File: src/rtl/bin2sseg.sv
// ============================================================================
// Module   : bin2sseg
// Purpose  : 8-bit binary to three-digit active-low seven-segment converter
//            using a sequential double-dabble core.
// Revision : 1.0 - initial release
// ============================================================================
`default_nettype none

module bin2sseg #(
    parameter int LZB = 1,
    parameter int W   = 8
) (
    input  logic         clk,
    input  logic         rst,
    input  logic         start,
    input  logic [7:0]   bin,
    input  logic [2:0]   dp,
    output logic [W-1:0] seg0,
    output logic [W-1:0] seg1,
    output logic [W-1:0] seg2,
    output logic         busy,
    output logic         done
);

    typedef enum logic [1:0] {
        IDLE  = 2'd0,
        SHIFT = 2'd1,
        LOAD  = 2'd2
    } state_t;

    state_t      state;
    state_t      next_state;

    logic [7:0]  bin_q;
    logic [2:0]  dp_q;
    logic [11:0] bcd;
    logic [11:0] bcd_adj;
    logic [2:0]  cnt;
    logic        blank_hundreds;
    logic        blank_tens;

    function automatic logic [3:0] add3(input logic [3:0] n);
        return (n >= 4'd5) ? n + 4'd3 : n;
    endfunction

    // Bit 7 of the table entries is the (inactive) decimal point.
    function automatic logic [7:0] encode(input logic [3:0] n,
                                          input logic       blank,
                                          input logic       point);
        logic [7:0] p;
        if (blank) begin
            p = 8'hFF;
        end else begin
            case (n)
                4'd0:    p = 8'hC0;
                4'd1:    p = 8'hF9;
                4'd2:    p = 8'hA4;
                4'd3:    p = 8'hB0;
                4'd4:    p = 8'h99;
                4'd5:    p = 8'h92;
                4'd6:    p = 8'h82;
                4'd7:    p = 8'hF8;
                4'd8:    p = 8'h80;
                4'd9:    p = 8'h90;
                default: p = 8'hFF;
            endcase
        end
        p[7] = ~point;
        return p;
    endfunction

    assign bcd_adj = {add3(bcd[11:8]), add3(bcd[7:4]), add3(bcd[3:0])};

    assign blank_hundreds = (LZB != 0) && (bcd[11:8] == 4'd0);
    assign blank_tens     = blank_hundreds && (bcd[7:4] == 4'd0);

    assign busy = (state != IDLE);

    always_ff @(posedge clk or negedge rst) begin
        if (!rst) begin
            state <= IDLE;
        end else begin
            state <= next_state;
        end
    end

    always_comb begin
        next_state = state;
        case (state)
            IDLE:    if (start) next_state = SHIFT;
            SHIFT:   if (cnt == 3'd7) next_state = LOAD;
            LOAD:    next_state = IDLE;
            default: next_state = IDLE;
        endcase
    end

    always_ff @(posedge clk or negedge rst) begin
        if (!rst) begin
            bin_q <= 8'd0;
            dp_q  <= 3'd0;
            bcd   <= 12'd0;
            cnt   <= 3'd0;
            seg0  <= '1;
            seg1  <= '1;
            seg2  <= '1;
            done  <= 1'b0;
        end else begin
            done <= 1'b0;
            case (state)
                IDLE: begin
                    if (start) begin
                        bin_q <= bin;
                        dp_q  <= dp;
                        bcd   <= 12'd0;
                        cnt   <= 3'd0;
                    end
                end
                SHIFT: begin
                    {bcd, bin_q} <= {bcd_adj, bin_q} << 1;
                    cnt          <= cnt + 3'd1;
                end
                LOAD: begin
                    seg0 <= W'(encode(bcd[3:0],  1'b0,           dp_q[0]));
                    seg1 <= W'(encode(bcd[7:4],  blank_tens,     dp_q[1]));
                    seg2 <= W'(encode(bcd[11:8], blank_hundreds, dp_q[2]));
                    done <= 1'b1;
                end
                default: ;
            endcase
        end
    end

endmodule

`default_nettype wire

File: config.mk
export PLATFORM = sky130hd
export DESIGN_NAME = bin2sseg
export DESIGN_NICKNAME = d
export VERILOG_FILES = /design/src/rtl/bin2sseg.sv
export SDC_FILE = /design/constraint.sdc
export NUM_CORES = 1
export LEC_CHECK = 0
export CORE_ASPECT_RATIO = 0.8
export CORE_MARGIN = 3
export CORE_UTILIZATION = 30
export DETAILED_ROUTE_END_ITERATION = 10
export GPL_TIMING_DRIVEN = 1
export PLACE_DENSITY = 0.47
export SETUP_SLACK_MARGIN = 0.05
export SYNTH_ARGS = -nofsm -noshare
export SYNTH_HDL_FRONTEND = slang
export SYNTH_SLANG_ARGS = --single-unit
File: constraint.sdc
create_clock -name clk -period 2.1 [get_ports clk]
set_input_delay 0.42 -clock clk [delete_from_list [all_inputs] [get_ports clk]]
set_output_delay 0.42 -clock clk [all_outputs]
set_load 0.02 [all_outputs]
* Word-level counts from Yosys, hierarchy flattened
Memory sizes are Yosys's and may differ from the RTL's. A register that Yosys moved wholly into a read port is not among the register bits.
Cells that the tools add are included.
** Operators by class
- Add/sub/neg operators :: 4
- Magnitude comparators :: 3
- Equal/unequal tests :: 5
- Mux-type cells :: 15
- Bitwise gates (word level) :: 3
- Reduce and logical (&&, ||, !) cells :: 10
** Operators with widths (number)
- $pmux W12 S2 :: 1
- $pmux W8 S2 :: 1
- $mux W7 :: 2
- $ge A4 B3 Y1 const B :: 3
- $mux W12 :: 1
- $add A4 B2 Y4 const B :: 2
- $logic_not A4 Y1 :: 2
- $mux W4 :: 2
- $mux W8 :: 1
- $mux W3 :: 2
- $pmux W3 S2 :: 1
- $reduce_and A2 Y1 :: 3
- $mux W2 :: 2
- $ne A2 B2 Y1 const B :: 2
- $pmux W2 S2 :: 1
- $reduce_bool A2 Y1 :: 2
- $add A3 B1 Y3 const B :: 1
- $add A3 B2 Y3 const B :: 1
- $eq A3 B3 Y1 const B :: 1
- $not A1 Y1 :: 3
- $eq A2 B1 Y1 const B :: 1
- $eq A2 B2 Y1 const B :: 1
- $logic_not A2 Y1 :: 1
- $logic_and A1 B1 Y1 :: 1
- 2 further kinds :: 2
** Word-level totals
- Flip-flop bits (word level) :: 53
- Bits in read-only memories :: 336
- Input bits :: 14
- Memories kept :: 3
** Memories
- (name not given) :: words 16, width 7, read ports 1, clocked after Yosys merged registers in 1, write ports 0, RTL line 54 : case (n)
- (name not given) :: words 16, width 7, read ports 1, clocked after Yosys merged registers in 0, write ports 0, RTL line 54
- (name not given) :: words 16, width 7, read ports 1, clocked after Yosys merged registers in 0, write ports 0, RTL line 54

* Logic depth before layout (Yosys ltp)
Gate-level depths: netlist of the first run.
- Word-level depth :: 3
- Depth in mapped cells :: 7
- Mapped depth without buffers :: 7

* Worst setup path before layout of the first run
OpenSTA, ideal clock, no wires.
- Path kind :: register -> register
- From :: reg bcd[4]
- To :: reg bcd[6]
- Library setup time :: 0.116 ns
- Arrival time :: 1.312 ns
- Required time :: 1.984 ns
- Path slack :: 0.672 ns
- Cell stages (with the launch flop) :: 6
- Path buffers :: 0
- Cell sequence :: dfrtp_1 -> inv_1 -> ha_1 -> nor2b_1 -> o21ba_2 -> o311ai_0
** Between the ends
- Cells in the longest elaborated chain, start to end :: 3
- Elaborated cells between the ends (all ways) :: 4
- Classes of those cells :: 1 x add/sub; 1 x order compare; 2 x mux
** Ends and longest elaborated chain
- start: declaration :: RTL line 36 : logic [11:0] bcd;
- start signal: assignment :: RTL line 119 : {bcd, bin_q} <= {bcd_adj, bin_q} << 1;
- $add A4 B2 Y4 or $ge A4 B3 Y1 (tied branches) :: RTL line 43 : return (n >= 4'd5) ? n + 4'd3 : n;
- $mux W4 * :: RTL line 43
- $pmux W12 S2 * :: RTL line 109 : case (state)
Mark *: on every way between the ends. The rest lies on a longest branch, timed or not.
A chain may end at the register's enable or synchronous reset.

* Worst setup path in the final report of the first run
- From :: reg seg0[7]
- To :: out seg0[7]
** RTL lines
- start: declaration :: RTL line 18 : output logic [W-1:0] seg0,
- start signal: assignment :: RTL line 123 : seg0 <= W'(encode(bcd[3:0], 1'b0, dp_q[0]));
No word-level cell between the ends.

==> results of run 1 <==
[metal layers]
layer,routed length [um],GRT usage [%],vias up
li1,-,-,1054
met2,2362,16.52,26
met4,51,2.671,0
met5,0,0,-
met1,3176,18.29,959
met3,208,2.613,4
[placed cells by master, fill, tap and decap left out, drive strengths merged, types with 5 or more instances in the layout]
master | netlist | layout
inv | 13 | 13
clkdlybuf4s50 | 0 | 37
dfstp | 24 | 24
nand2 | 44 | 44
clkbuf | 4 | 8
a21oi | 17 | 17
buf | 13 | 6
o22a | 9 | 9
mux2i | 8 | 8
ha | 20 | 20
o21ai | 34 | 34
nor2 | 13 | 13
o31ai | 7 | 7
dfrtp | 29 | 29
nand2b | 5 | 5
[layout make-up]
class	count	area [um2]	area share, %
inverter	13	48.80	1.406
sequential	53	1356	39.08
timing repair buffer	44	450.4	12.98
tap	115	143.9	4.146
clock buffer	8	146.4	4.218
multi-input combinational	201	1325	38.18
[flip-flops by register name, indices dropped and copies added, names as in the netlist]
signal / cells
done: 1
dp_q: 3
seg2: 8
state: 2
bin_q: 8
seg0: 8
bcd: 12
seg1: 8
cnt: 3
[timing repair]
item | in CTS | in global routing
endpoints found under the setup margin | 0 | 1
gates resized for setup | 0 | 1
hold endpoints to repair | 0 | 0
buffers inserted | 0 | 0
[through the flow]
| stage | total power, uW | area (um2) |
|---|---|---|
| detailed placement | 4781 | 3322 |
| finish | 5551 | 3471 |
| global placement | 4745 | 3322 |
| global route | 6107 | 3471 |
| CTS | 5651 | 3468 |
| floorplan | 3929 | 2833 |
[power breakdown]
| part | internal (uW) | switching, uW | total [uW] |
|---|---|---|---|
| sequential | 1600 | 415 | 2010 |
| clock | 477 | 358 | 835 |
| combinational | 1250 | 1450 | 2700 |
[path summary, 6_finish.rpt]
kind	to
worst max-delay path	seg0[7]
min in group clk	seg2[7]
max in group asynchronous	seg0[6]
worst max register to register	seg1[6]
worst min register to register	seg2[7]
worst min-delay path	bcd[6]
[cells by family (layout without fill, tap and decap cells)]
group | after synthesis | after routing | synth area share [%]
buf+inv | 30 | 65 | 5.433
xor+xnor | 3 | 3 | 0.9277
fa+ha+maj | 20 | 20 | 8.834
simple gates | 81 | 81 | 13.12
compound gates | 85 | 85 | 19.39
mux | 12 | 12 | 4.417
flops | 53 | 53 | 47.88
==> results.tsv, run 1 <==
stage	metric	value	unit
routing	1st-pass router iterations	4	
routing	# DRC	0	
power	VDD IR max	0.6095	mV
worst_setup_path	crit-path cells	clkdlybuf4s50_1	
power	Pleak	0.001440	uW
place	gp weighted congestion	0.7721	
routing	WL/cell	13.36	um
finish	final core utilization	38.08	%
place	DP HPWL	3.981	mm
worst_setup_path	CP Data Required Time	1.68	ns
timing	period utilisation layout	87.68	%
yosys	Post-synth EDFFs	0	
yosys	Gate Count Post-Synth	284	
timing	Max Fclk	543.1	MHz
worst_setup_path	CP Capture Type	output port	
yosys	synth unique cells	44	
timing	final worst slack	0.2587	ns
worst_setup_path	cells on worst reg2reg path	6	
yosys	Async SR Flop Fraction	100.0	%
yosys	syn_area_per_cell	9.974	um2
clock_tree	CTS sink count	53	
timing	Final TNS setup	0	ns
yosys	#FFs+latches synth	53	
worst_setup_path	WP buf/inv	1	
yosys	Synthesis Warnings	0	
timing	Final Hold Viols	0	
finish	# nets final	352	
clock_tree	clock latency on the worst-skew pair	0.29	ns
routing	Vias per Instance	4.707	
worst_setup_path	Worst path depth	1	
clock_tree	Clock transition at path regs	0.07	ns
finish	# diodes	0	
place	PortBufs	39	
yosys	post-synth top area cell	dfrtp_1	
worst_setup_path	reg-to-reg startpoint	bcd[8]	
global_route	grt ovf	0	
global_route	total track usage	11.81	%
worst_setup_path	CP Class	register to output port	
timing	worst rel slew slack	59.58	%
clock_tree	CTS buffer count	5	
global_route	largest net degree at the start of global routing	54	
worst_setup_path	CP Launch Type	register	
floorplan	die area	10650	um2
worst_setup_path	Worst path slowest cell	clkdlybuf4s50_1	
worst_setup_path	Crit path max-delay family	buffers and inverters	
finish	Layout Cells excl Fill	434	
finish	layout overhead on the synthesized area	22.53	%
yosys	top cell type's share of synthesized area	25.62	%
global_route	initial antenna violation count	0	
place	dpl cells	426	
timing	max-slew violation count	0	
run	max cap viols	0	
floorplan	io pins	40	
timing	Worst-Margin Slew	0.6016	ns
clock_tree	Clock H-tree levels	2	
timing	Min Clock Period, post-route	1.841	ns
floorplan	die height	92.92	um
finish	share of layout cells above drive strength 1	15.99	%
floorplan	Chip Width	114.6	um
yosys	register area share after synthesis	47.88	%
routing	Iter 0 DRT Violations	63	
floorplan	Initial Util	31.08	%
clock_tree	hold-fix buffers at CTS	0	
timing	# setup viols final	0	
routing	ANT nets after route	0	
clock_tree	Longest Clk Path Bufs	2	
hold_path	worst min path class	primary input to async pin	
worst_setup_path	Critical Path Source	seg0[7]	
worst_setup_path	worst reg-to-reg setup slack	0.44	ns
global_route	global-route wire length before repair	10.18	mm
worst_setup_path	CP max FO	2	
yosys	Synth Flop Type	dfrtp_1	
yosys	ranking of synthesized cells by area	dfrtp_1 (26%), dfstp_2 (22%), ha_1 (8.8%)	
timing	WHS	0.1105	ns
yosys	Synth Cell Area	2833	um2
worst_setup_path	critical path arrival	1.42	ns
floorplan	num rows	31	
yosys	Net Count, Synth	318	
run_status	status	finished clean	
timing	RSZ-0062 raised after global routing	no	
routing	DRT Wirelength	5.797	mm
finish	Fillers	941	
place	pre-CTS WS	0.2250	ns
yosys	commonest cells in the synthesized netlist	nand2_1 (44), dfrtp_1 (29), o21ai_0 (27)	
clock_tree	Root Buffer	clkbuf_16	
timing	Layout Skew	0.004557	ns
power	Power per Cell Area	1599	nW/um2
global_route	vias in the first global route	2074	
worst_setup_path	crit-path max cell delay	0.60	ns
clock_tree	CTS tree	done	
routing	DR vias	2043	
floorplan	Core Box Area	9115	um2
yosys	count leader, synth	nand2_1	
No activity file was read; power rests on OpenSTA's default activity.
==> inputs of run 2 (changes only) <==
CTS_CLUSTER_SIZE = 10   (was unset)
==> results of run 2 <==
The final DEF is identical to that of run 1; final timing and power are the same.
==> inputs of run 3 (changes only) <==
PLACE_DENSITY = unset   (was 0.47)
PLACE_DENSITY_LB_ADDON = 0.1   (was unset)
clock period = 2.35 ns   (was 2.1 ns; I/O delays follow)
==> run 3 against run 2 <==
Routed wire length down 2.3%. Die area unchanged. Critical endpoint is now busy. Total power down 8.9%. Critical path depth up 1. Largest cell class unchanged.
==> results.tsv, run 3 (synthesized netlist as in run 1, its figures left out) <==
stage	metric	value	unit	change
finish	most frequent cells in the layout	nand2_1 (44), clkdlybuf4s50_1 (38), dfrtp_1 (29)		
finish	design area	3490	um2	+0.54%
clock_tree	Root Buffer	clkbuf_16		
worst_setup_path	worst reg-to-reg setup slack	0.68	ns	+0.24 ns
worst_setup_path	CP Capture Type	output port		
global_route	vias in the first global route	2161		+4.2%
finish	final core utilization	38.28	%	+0.21 points
timing	# setup viols final	0		unchanged
clock_tree	Post-CTS Setup Inserts	0		unchanged
place	Placed Area	3317	um2	-0.15%
finish	share of layout cells above drive strength 1	16.56	%	+0.58 points
global_route	initial antenna violation count	0		unchanged
power	switching fraction of total power	39.11	%	-0.92 points
power	Internal Power	3079	uW	-7.5%
routing	# DRC	0		unchanged
timing	Min Clock Period, post-route	2.041	ns	
place	DP HPWL	3.974	mm	-0.18%
power	Seq pwr share	36.0	%	-0.3 points
power	Pleak	0.001449	uW	+0.65%
worst_setup_path	cells on worst reg2reg path	6		unchanged
worst_setup_path	CP Data Required Time	1.88	ns	+0.20 ns
run_status	status	finished clean		
floorplan	io pins	40		unchanged
finish	layout overhead on the synthesized area	23.19	%	
power	Net Switching	1978	uW	-11%
worst_setup_path	CP Class	register to output port		
clock_tree	post-cts gate resize count	0		unchanged
power	clock power share	16.9	%	+1.9 points
place	gp weighted congestion	0.7938		+2.8%
finish	largest register by flop count	bcd		
timing	Final TNS setup	0	ns	unchanged
floorplan	die area	10650	um2	unchanged
global_route	busiest metal layer after global routing	met2		
routing	DR vias	2067		+1.2%
finish	# diodes	0		unchanged
run	max cap viols	0		unchanged
routing	ANT nets after route	0		unchanged
power	VDD IR max	0.4613	mV	-24%
floorplan	num rows	31		unchanged
timing	Final Hold Viols	0		unchanged
clock_tree	CTS sink count	53		unchanged
routing	DRT Wirelength	5.661	mm	-2.3%
routing	Vias per Instance	4.752		+0.94%
finish	commonest non-fill, non-tap cell in the layout	nand2_1		
global_route	grt met1 use	17.79	%	-0.49 points
power	Power per Cell Area	1449	nW/um2	-9.4%
clock_tree	Clock transition at path regs	0.07	ns	about the same
finish	Largest register FFs	12		unchanged
clock_tree	clock latency on the worst-skew pair	0.28	ns	about the same
worst_setup_path	CP max FO	5		+3
timing	RSZ-0062 raised after global routing	no		
worst_setup_path	CP Launch Type	register		
timing	Layout Skew	0.004362	ns	-0.0001949 ns
timing	max-slew violation count	0		unchanged
floorplan	Core Box Area	9115	um2	unchanged
floorplan	Initial Util	31.08	%	unchanged
clock_tree	Longest Clk Path Bufs	2		unchanged
worst_setup_path	critical path arrival	1.57	ns	+0.15 ns
timing	Max Fclk	490.0	MHz	
global_route	met2 GRT Util	17.88	%	+1.4 points
worst_setup_path	reg-to-reg startpoint	bcd[1]		
place	PortBufs	39		unchanged
finish	# nets final	353		+0.28%
hold_path	worst min path class	primary input to async pin		
power	Comb power frac	47.2	%	-1.5 points
floorplan	Chip Width	114.6	um	unchanged
clock_tree	CTS buffer count	5		unchanged
routing	Iter 0 DRT Violations	58		-7.9%
timing	worst rel slew slack	59.52	%	-0.062 points
routing	WL/cell	13.01	um	-2.6%
floorplan	die height	92.92	um	unchanged
clock_tree	Clock H-tree levels	2		unchanged
global_route	largest net degree at the start of global routing	54		unchanged
global_route	total track usage	12.13	%	+0.32 points
routing	1st-pass router iterations	4		unchanged
clock_tree	hold-fix buffers at CTS	0		unchanged
clock_tree	CTS tree	done		
worst_setup_path	worst r2r dst	bcd[1]		
global_route	global-route wire length before repair	10.53	mm	+3.4%
global_route	grt met3 use	2.678	%	+0.065 points
global_route	grt ovf	0		unchanged
timing	period utilisation layout	86.85	%	
timing	Worst-Margin Slew	0.6025	ns	+0.0009224 ns
==> run 3: changes by cell type in the layout (fill, tap and decap cells not counted), sizes merged <==
cell,delta
buf,+1
bufinv,+1
clkbuf,-1
clkdlybuf4s50,+1
dlymetal6s2s,-1
==> run 3: layer usage <==
| metal | part of all wire, % | routed length [um] | up-vias |
|---|---|---|---|
| met5 | 0 | 0 | - |
| met4 | 0.58 | 33 | 0 |
| met3 | 3.7 | 211 | 2 |
| met2 | 44 | 2490 | 29 |
| met1 | 52 | 2925 | 983 |
| li1 | - | - | 1053 |
==> run 3: through the flow <==
stage / total power (uW) / std cells / hold slack [ns] / setup WS (ns)
after floorplan: 3511 / 284 / 0.1744 / 0.9224
after global placement: 4251 / 427 / 0.4153 / 0.3740
after detailed placement: 4262 / 427 / 0.4191 / 0.3504
after CTS: 5142 / 435 / 0.1798 / 0.2961
after global routing: 5592 / 435 / 0.1864 / 0.2443
final: 5058 / 435 / 0.1677 / 0.3090
==> run 3: final cells by class <==
cell class | count | area [um2]
Sequential cell | 53 | 1356
Timing Repair Buffer | 45 | 442.9
Fill cell | 926 | 5625
Tap cell | 115 | 143.9
Clock buffer | 7 | 142.6
Inverter | 13 | 48.80
Multi-Input combinational cell | 201 | 1325
Clock inverter | 1 | 30.03
==> run 3: worst max-delay path, stage by stage, from the launching register on <==
cell	delay [ns]
dfrtp_1	0.43
or2_2	0.31
clkdlybuf4s50_1	0.54
==> run 3: how the worst max path moves through the flow <==
stage | start | end | slack, ns | depth (start not counted)
after floorplan | bcd[4] | bcd[6] | 0.92 | 5
after global placement | start | dp_q[1] | 0.37 | 4
after detailed placement | start | dp_q[1] | 0.35 | 4
after CTS | state[0] | busy | 0.30 | 2
after global routing | state[0] | busy | 0.24 | 2
final | state[0] | busy | 0.31 | 2
==> run 3: power by group through the flow <==
stage	combinational [uW]	sequential, uW	clock, uW
finish	2390	1820	853
global route	2750	1920	924
CTS	2430	1830	887
detailed placement	2420	1840	0
global placement	2410	1840	0
floorplan	1610	1900	0
